===== src/rtl/ctrl_pipeline.sv =====
// Control-bundle pipeline: carries the decode bundle through EX/MEM/WB, applies stall,
// flush and memory-wait policy, and keeps a saturating stall-cycle counter.
module ctrl_pipeline (
  input  logic        clk,
  input  logic        reset,
  input  logic [25:0] bundle_in,
  input  logic [31:0] instr_in,
  input  logic        flush_in,
  input  logic        mem_wait_in,
  input  logic        clear_count_in,
  output logic [25:0] ex_bundle_out,
  output logic [7:0]  mem_bundle_out,
  output logic [1:0]  wb_bundle_out,
  output logic [4:0]  ex_dest_out,
  output logic [4:0]  mem_dest_out,
  output logic [4:0]  wb_dest_out,
  output logic        wb_we_out,
  output logic        pc_enable_out,
  output logic        ifid_we_out,
  output logic [15:0] stall_count_out
);

  typedef enum logic [1:0] {
    ActAdvance,
    ActStall,
    ActFlush,
    ActHold
  } action_e;

  localparam logic [15:0] CountMax = 16'hFFFF;

  logic [25:0] ex_bundle_q, ex_bundle_d;
  logic [7:0]  mem_bundle_q, mem_bundle_d;
  logic [1:0]  wb_bundle_q, wb_bundle_d;
  logic [4:0]  ex_dest_q, ex_dest_d;
  logic [4:0]  mem_dest_q, mem_dest_d;
  logic [4:0]  wb_dest_q, wb_dest_d;
  logic [15:0] stall_count_q, stall_count_d;

  action_e     action;
  logic [4:0]  id_dest;

  // Priority: memory wait freezes everything, then flush (which discards the ID stall).
  always_comb begin
    action = ActAdvance;
    if (mem_wait_in) begin
      action = ActHold;
    end else if (flush_in) begin
      action = ActFlush;
    end else if (bundle_in[25]) begin
      action = ActStall;
    end
  end

  always_comb begin
    id_dest = 5'd0;
    unique case (bundle_in[15:14])
      2'b00: id_dest = instr_in[20:16];
      2'b01: id_dest = instr_in[15:11];
      2'b10: id_dest = 5'd31;
      2'b11: id_dest = 5'd0;
      default: id_dest = 5'd0;
    endcase
  end

  always_comb begin
    pc_enable_out = 1'b0;
    ifid_we_out   = 1'b0;
    unique case (action)
      ActHold: begin
        pc_enable_out = 1'b0;
        ifid_we_out   = 1'b0;
      end
      ActFlush: begin
        pc_enable_out = 1'b1;
        ifid_we_out   = 1'b1;
      end
      ActStall: begin
        pc_enable_out = 1'b0;
        ifid_we_out   = 1'b0;
      end
      ActAdvance: begin
        pc_enable_out = bundle_in[24];
        ifid_we_out   = 1'b1;
      end
      default: begin
        pc_enable_out = 1'b0;
        ifid_we_out   = 1'b0;
      end
    endcase
  end

  always_comb begin
    ex_bundle_d  = ex_bundle_q;
    ex_dest_d    = ex_dest_q;
    mem_bundle_d = mem_bundle_q;
    mem_dest_d   = mem_dest_q;
    wb_bundle_d  = wb_bundle_q;
    wb_dest_d    = wb_dest_q;
    if (action != ActHold) begin
      mem_bundle_d = ex_bundle_q[7:0];
      mem_dest_d   = ex_dest_q;
      wb_bundle_d  = mem_bundle_q[1:0];
      wb_dest_d    = mem_dest_q;
      if (action == ActAdvance) begin
        ex_bundle_d = {1'b0, bundle_in[24:0]};
        ex_dest_d   = id_dest;
      end else begin
        ex_bundle_d = 26'd0;
        ex_dest_d   = 5'd0;
      end
    end
  end

  always_comb begin
    stall_count_d = stall_count_q;
    if (clear_count_in) begin
      stall_count_d = 16'd0;
    end else if ((action == ActHold || action == ActStall) && stall_count_q != CountMax) begin
      stall_count_d = stall_count_q + 16'd1;
    end
  end

  always_ff @(posedge clk or posedge reset) begin
    if (reset) begin
      ex_bundle_q   <= 26'd0;
      ex_dest_q     <= 5'd0;
      mem_bundle_q  <= 8'd0;
      mem_dest_q    <= 5'd0;
      wb_bundle_q   <= 2'd0;
      wb_dest_q     <= 5'd0;
      stall_count_q <= 16'd0;
    end else begin
      ex_bundle_q   <= ex_bundle_d;
      ex_dest_q     <= ex_dest_d;
      mem_bundle_q  <= mem_bundle_d;
      mem_dest_q    <= mem_dest_d;
      wb_bundle_q   <= wb_bundle_d;
      wb_dest_q     <= wb_dest_d;
      stall_count_q <= stall_count_d;
    end
  end

  assign ex_bundle_out   = ex_bundle_q;
  assign mem_bundle_out  = mem_bundle_q;
  assign wb_bundle_out   = wb_bundle_q;
  assign ex_dest_out     = ex_dest_q;
  assign mem_dest_out    = mem_dest_q;
  assign wb_dest_out     = wb_dest_q;
  assign wb_we_out       = wb_bundle_q[0] & (wb_dest_q != 5'd0);
  assign stall_count_out = stall_count_q;

endmodule

===== config.mk =====
export PLATFORM = sky130hd
export DESIGN_NAME = ctrl_pipeline
export DESIGN_NICKNAME = d
export VERILOG_FILES = /design/src/rtl/ctrl_pipeline.sv
export SDC_FILE = /design/constraint.sdc
export NUM_CORES = 1
export LEC_CHECK = 0
export BUFFER_PORTS_ARGS = -buffer_cell sky130_fd_sc_hd__buf_2
export CAP_MARGIN = 0
export CORE_MARGIN = 1.5
export CORE_UTILIZATION = 40
export CTS_BUF_LIST = sky130_fd_sc_hd__clkbuf_4 sky130_fd_sc_hd__clkbuf_8
export CTS_CLUSTER_DIAMETER = 60
export CTS_CLUSTER_SIZE = 12
export DETAILED_ROUTE_END_ITERATION = 8
export GPL_TIMING_DRIVEN = 0
export PLACE_DENSITY = 0.8
export SLEW_MARGIN = 20
export SYNTH_ARGS = -nofsm -noshare
export SYNTH_HDL_FRONTEND = slang
export SYNTH_SLANG_ARGS = --single-unit

===== constraint.sdc =====
create_clock -name clk -period 5.05 [get_ports clk]
set_input_delay 0.7575 -clock clk [delete_from_list [all_inputs] [get_ports clk]]
set_output_delay 0.7575 -clock clk [all_outputs]
set_load 0.02 [all_outputs]

### Word level (Yosys, flattened, before mapping)

Cells that the tools add are included.

| cells by class | value |
|---|---|
| $add $sub $neg | 1 |
| multipliers | 0 |
| div/mod/pow operators | 0 |
| order comparisons | 0 |
| equal/unequal tests | 8 |
| shifts and indexed selects | 0 |
| mux-type cells | 10 |
| bitwise gates (word level) | 1 |
| reduce and logical (&&, ||, !) cells | 8 |

Operator list:

| cell | count |
|---|---|
| $mux 16 | 2 |
| $mux 25 | 1 |
| $pmux 5 s4 | 1 |
| $add 16x1->16 const B | 1 |
| $ne 16x16->1 const B | 1 |
| $eq 2x2->1 const B | 4 |
| $mux 5 | 1 |
| $reduce_bool 5->1 | 1 |
| $eq 2x1->1 const B | 2 |
| $logic_not 2->1 | 2 |
| $mux 2 | 2 |
| $reduce_or 2->1 | 2 |
| $pmux 1 s3 | 1 |
| $ne 2x2->1 const B | 1 |
| $pmux 1 s2 | 1 |
| $reduce_bool 2->1 | 1 |
| $and 1x1->1 | 1 |
| $logic_and 1x1->1 | 1 |
| $logic_or 1x1->1 | 1 |
| $mux 1 | 1 |

| word-level totals | value |
|---|---|
| flip-flop bits (word level) | 67 |
| bits in latches | 0 |
| memory bits (writable) | 0 |
| memory bits (read-only) | 0 |
| bits of input ports | 63 |
| output and inout port bits | 70 |
| word-level logic and storage cells | 35 |
| memories | 0 |

### Logic depth before layout (Yosys ltp)

| depth | value |
|---|---|
| depth after elaboration | 8 |
| gate-level depth with buffers | 5 |
| mapped depth without buffers | 5 |

### Least setup slack after synthesis

No wires, ideal clock.

| timing | value |
|---|---|
| path type | input port to output port |
| start point | input port mem_wait_in |
| end point | output port pc_enable_out |
| arrival time | 1468 ps |
| data required time | 4293 ps |
| path slack | 2824 ps |
| stages on the path | 3 |
| buffers on the path | 2 |
| path through | clkbuf_1 clkbuf_1 nor2_1 |

| on the way | value |
|---|---|
| longest elaborated chain between the ends | 4 |
| elaborated cells on any way between the ends | 7 |
| those cells by class | 3 x eq/ne; 2 x mux; 2 x reduce/logical |

Ends and longest elaborated chain:

| element | line | source |
|---|---|---|
| start: declaration | 9 | `input logic mem_wait_in,` |
| $mux 2 * | 46 | `if (mem_wait_in) begin` |
| $eq 2x2->1 or $eq 2x1->1 (tied branches) | 69 | `unique case (action)` |
| $reduce_or 2->1 (no line) | -- |  |
| $pmux 1 s3 * | 69 |  |
| end: declaration | 18 | `output logic pc_enable_out,` |

Mark *: on every way between the ends. The rest lies on a longest branch, timed or not.

### Worst setup path after layout

Ends and elaborated chain as after synthesis.

==> flow_summary.ini <==
[floorplanning]
io_pins = 133
die_area_um2 = 7800
initial_core_util_pct = 42.2
die_h_um = 88.3
die_x_um = 88.3
core_um2 = 6910
row_count = 30

[route]
vias_per_cell = 5.22
ant_nets = 0
drt_pass1_iterations = 5
drc = 0
vias = 2416
first_iter_violations = 164
avgRoutedWirePerCell_um = 15.4
wl_um = 7140

[clock_tree]
cts_sinks = 66
cts_buffer_depth = 2
clk_pin_slew_worst_paths_ns = 0.08
cts_root_buf = clkbuf_8
clkLatencyLatePin_ns = 0.33
cts_hold_buf = 0
cts-htree-levels = 3
cts_made_buffers = 9
cts_tree = done
cts_resized = 0
postCtsSetupRepairBufs = 0

[timing]
hold_viol_final = 0
fin_crit_sh_pct = 53.8
setup_violations = 0
rsz0062_at_grt = false
period_needed_ns = 2.71
drv_slew = 0
fin_skew_ns = 0.0134
tightest_slew_ns = 0.798
tns_ns = 0
max-slew-margin-rel_pct = 46.3
max_freq_mhz = 368

[synth]
synth_ff_type = dfrtp_1
synth_area_per_cell_um2 = 12.0
synthTopCellsByArea = dfrtp_1, mux2_2, a22o_1, nand2_1, inv_1
synth_seq_cells = 66
synthArstFlopShare_pct = 100
synth_cell_type_count = 49
syn_area_um2 = 2910
synth_edf_count = 0
yosysTopAreaCell = dfrtp_1
post-synth-top-count-cell = dfrtp_1
synth_commonest_cells = dfrtp_1, a22o_1, mux2_2
synth_seq_area_share_pct = 56.7
synth_top_cell_area_share_pct = 56.7
syn_nets = 306
synthCells = 242
ys_warn_count = 0

[hold_path]
min_path_type = input pin to asynchronous set/reset pin

[finish]
drive_gt1_share_pct = 43.6
fillers = 642
area_growth_pct = 30.6
diodes = 0
regArea_um2 = 1650
multi_input_area_um2 = 1150
final_nets = 427

[worst_setup_path]
slowest_delay_ns = 0.40
crit_fanout = 10
required_ns = 4.29
critPathArrivalTime_ns = 1.96
start_kind = input pin
path_class = input pin to primary output
worstPathCellList = buf_2, clkbuf_1, clkbuf_1, nor2_1, buf_2
crit_path_end_kind = primary output
slowest_stage = clkbuf_1

[grt]
grt_max_degree = 44
antenna_found_initial = 0
gr-total-overflow = 0
grt_usage_pct = 18.4
grt_pass1_wl_um = 11000
grt_pass1_vias = 2275

[status]
outcome = finished clean

[place]
place_congestion = 0.936
hpwl_um = 5240
io_buffers = 109

[power_and_ir_drop]
vdd_drop_max_mv = 0.191
leakage_nw = 2.01
power_density_nw_per_um2 = 312
total_power_mw = 1.19

[flow_run]
cap_viol_max_count = 0
[state kept, by name (all words and copies together), names as in the netlist]
signal / flops
ex_bundle_out: 25
ex_dest_out: 5
mem_bundle_out: 8
mem_dest_out: 5
stall_count_out: 16
wb_bundle_out: 2
wb_dest_out: 5
[kinds of logic (layout without fill, tap and decap cells)]
group / Yosys count / in the layout / synth area share (%)
other cells: 1 / 1 / 0.129
flops: 66 / 66 / 56.7
simple gates: 56 / 56 / 12.2
mux: 23 / 23 / 8.81
compound gates: 69 / 69 / 18.0
fa+ha+maj: 1 / 1 / 0.429
buf+inv: 26 / 151 / 3.78
[critical path, delay by kind of cell]
family,cells,cell delay [ns]
buffers and inverters,4,1.07
AND/OR/NAND/NOR,1,0.12
[final timing paths]
| kind | cells after the start | endpoint | slack (ns) | startpoint |
|---|---|---|---|---|
| max in group asynchronous | 3 | mem_bundle_out[1] | 4.11 | reset |
| hold reg to reg | 1 | ex_bundle_out[11] | 0.50 | ex_bundle_out[11] |
| setup reg to reg | 5 | stall_count_out[7] | 2.96 | stall_count_out[0] |
| setup / recovery | 5 | pc_enable_out | 2.34 | mem_wait_in |
| min in group clk | 1 | ex_bundle_out[11] | 0.50 | ex_bundle_out[11] |
| hold / removal | 2 | stall_count_out[9] | 0.40 | reset |
[routing by layer]
layer	vias to the layer above	wire, um	GRT usage, %
met5	-	0	0
met4	0	151	9.09
met3	13	366	2.99
met2	88	3390	28.5
met1	1163	3230	25.1
li1	1152	-	-
[final cells by class]
type                       instances  area share [%]
tap                               96            3.16
clock buffer                      11            3.98
multi-input combinational        150            30.3
buffer                            13            1.61
inverter                          13            1.35
clock inverter                     4            1.35
timing repair buffer             110            14.9
sequential                        66            43.4
[cells in the final DEF (no fill, tap or decap), types with 2 or more instances in the layout]
| master | instances |
|---|---|
| nor3_1 | 3 |
| a21oi_1 | 9 |
| buf_1 | 3 |
| buf_4 | 2 |
| nand2_1 | 20 |
| o21ai_0 | 9 |
| mux2_2 | 21 |
| a22o_1 | 25 |
| buf_2 | 109 |
| o311ai_0 | 5 |
| dfrtp_1 | 66 |
| inv_1 | 12 |
| mux2i_1 | 2 |
| or4_1 | 6 |
| nor4_1 | 2 |
| clkbuf_8 | 11 |
| o31ai_1 | 6 |
| o21a_1 | 2 |
| nand3_1 | 3 |
| nor2_1 | 6 |
| o211ai_1 | 3 |
| clkbuf_1 | 7 |
[metrics by stage]
step	cell area (um2)	utilization, %	setup slack, ns	hold WS (ns)	instances
2_1_floorplan	2910	-	2.64	0.607	242
3_3_place_gp	3580	51.8	1.87	0.486	447
3_5_place_dp	3600	52.1	2.29	0.486	448
4_1_cts	3800	55.1	2.31	0.396	463
5_1_grt	3800	55.1	2.18	0.415	463
6_report	3800	55.1	2.34	0.401	463
[power breakdown]
group	internal, mW	leakage (nW)	switching [mW]	total, mW
Sequential	0.558	0.896	0.0207	0.579
Combinational	0.0647	1.01	0.0993	0.164
Clock	0.252	0.101	0.192	0.445
Power figures use the tool's default switching activity.
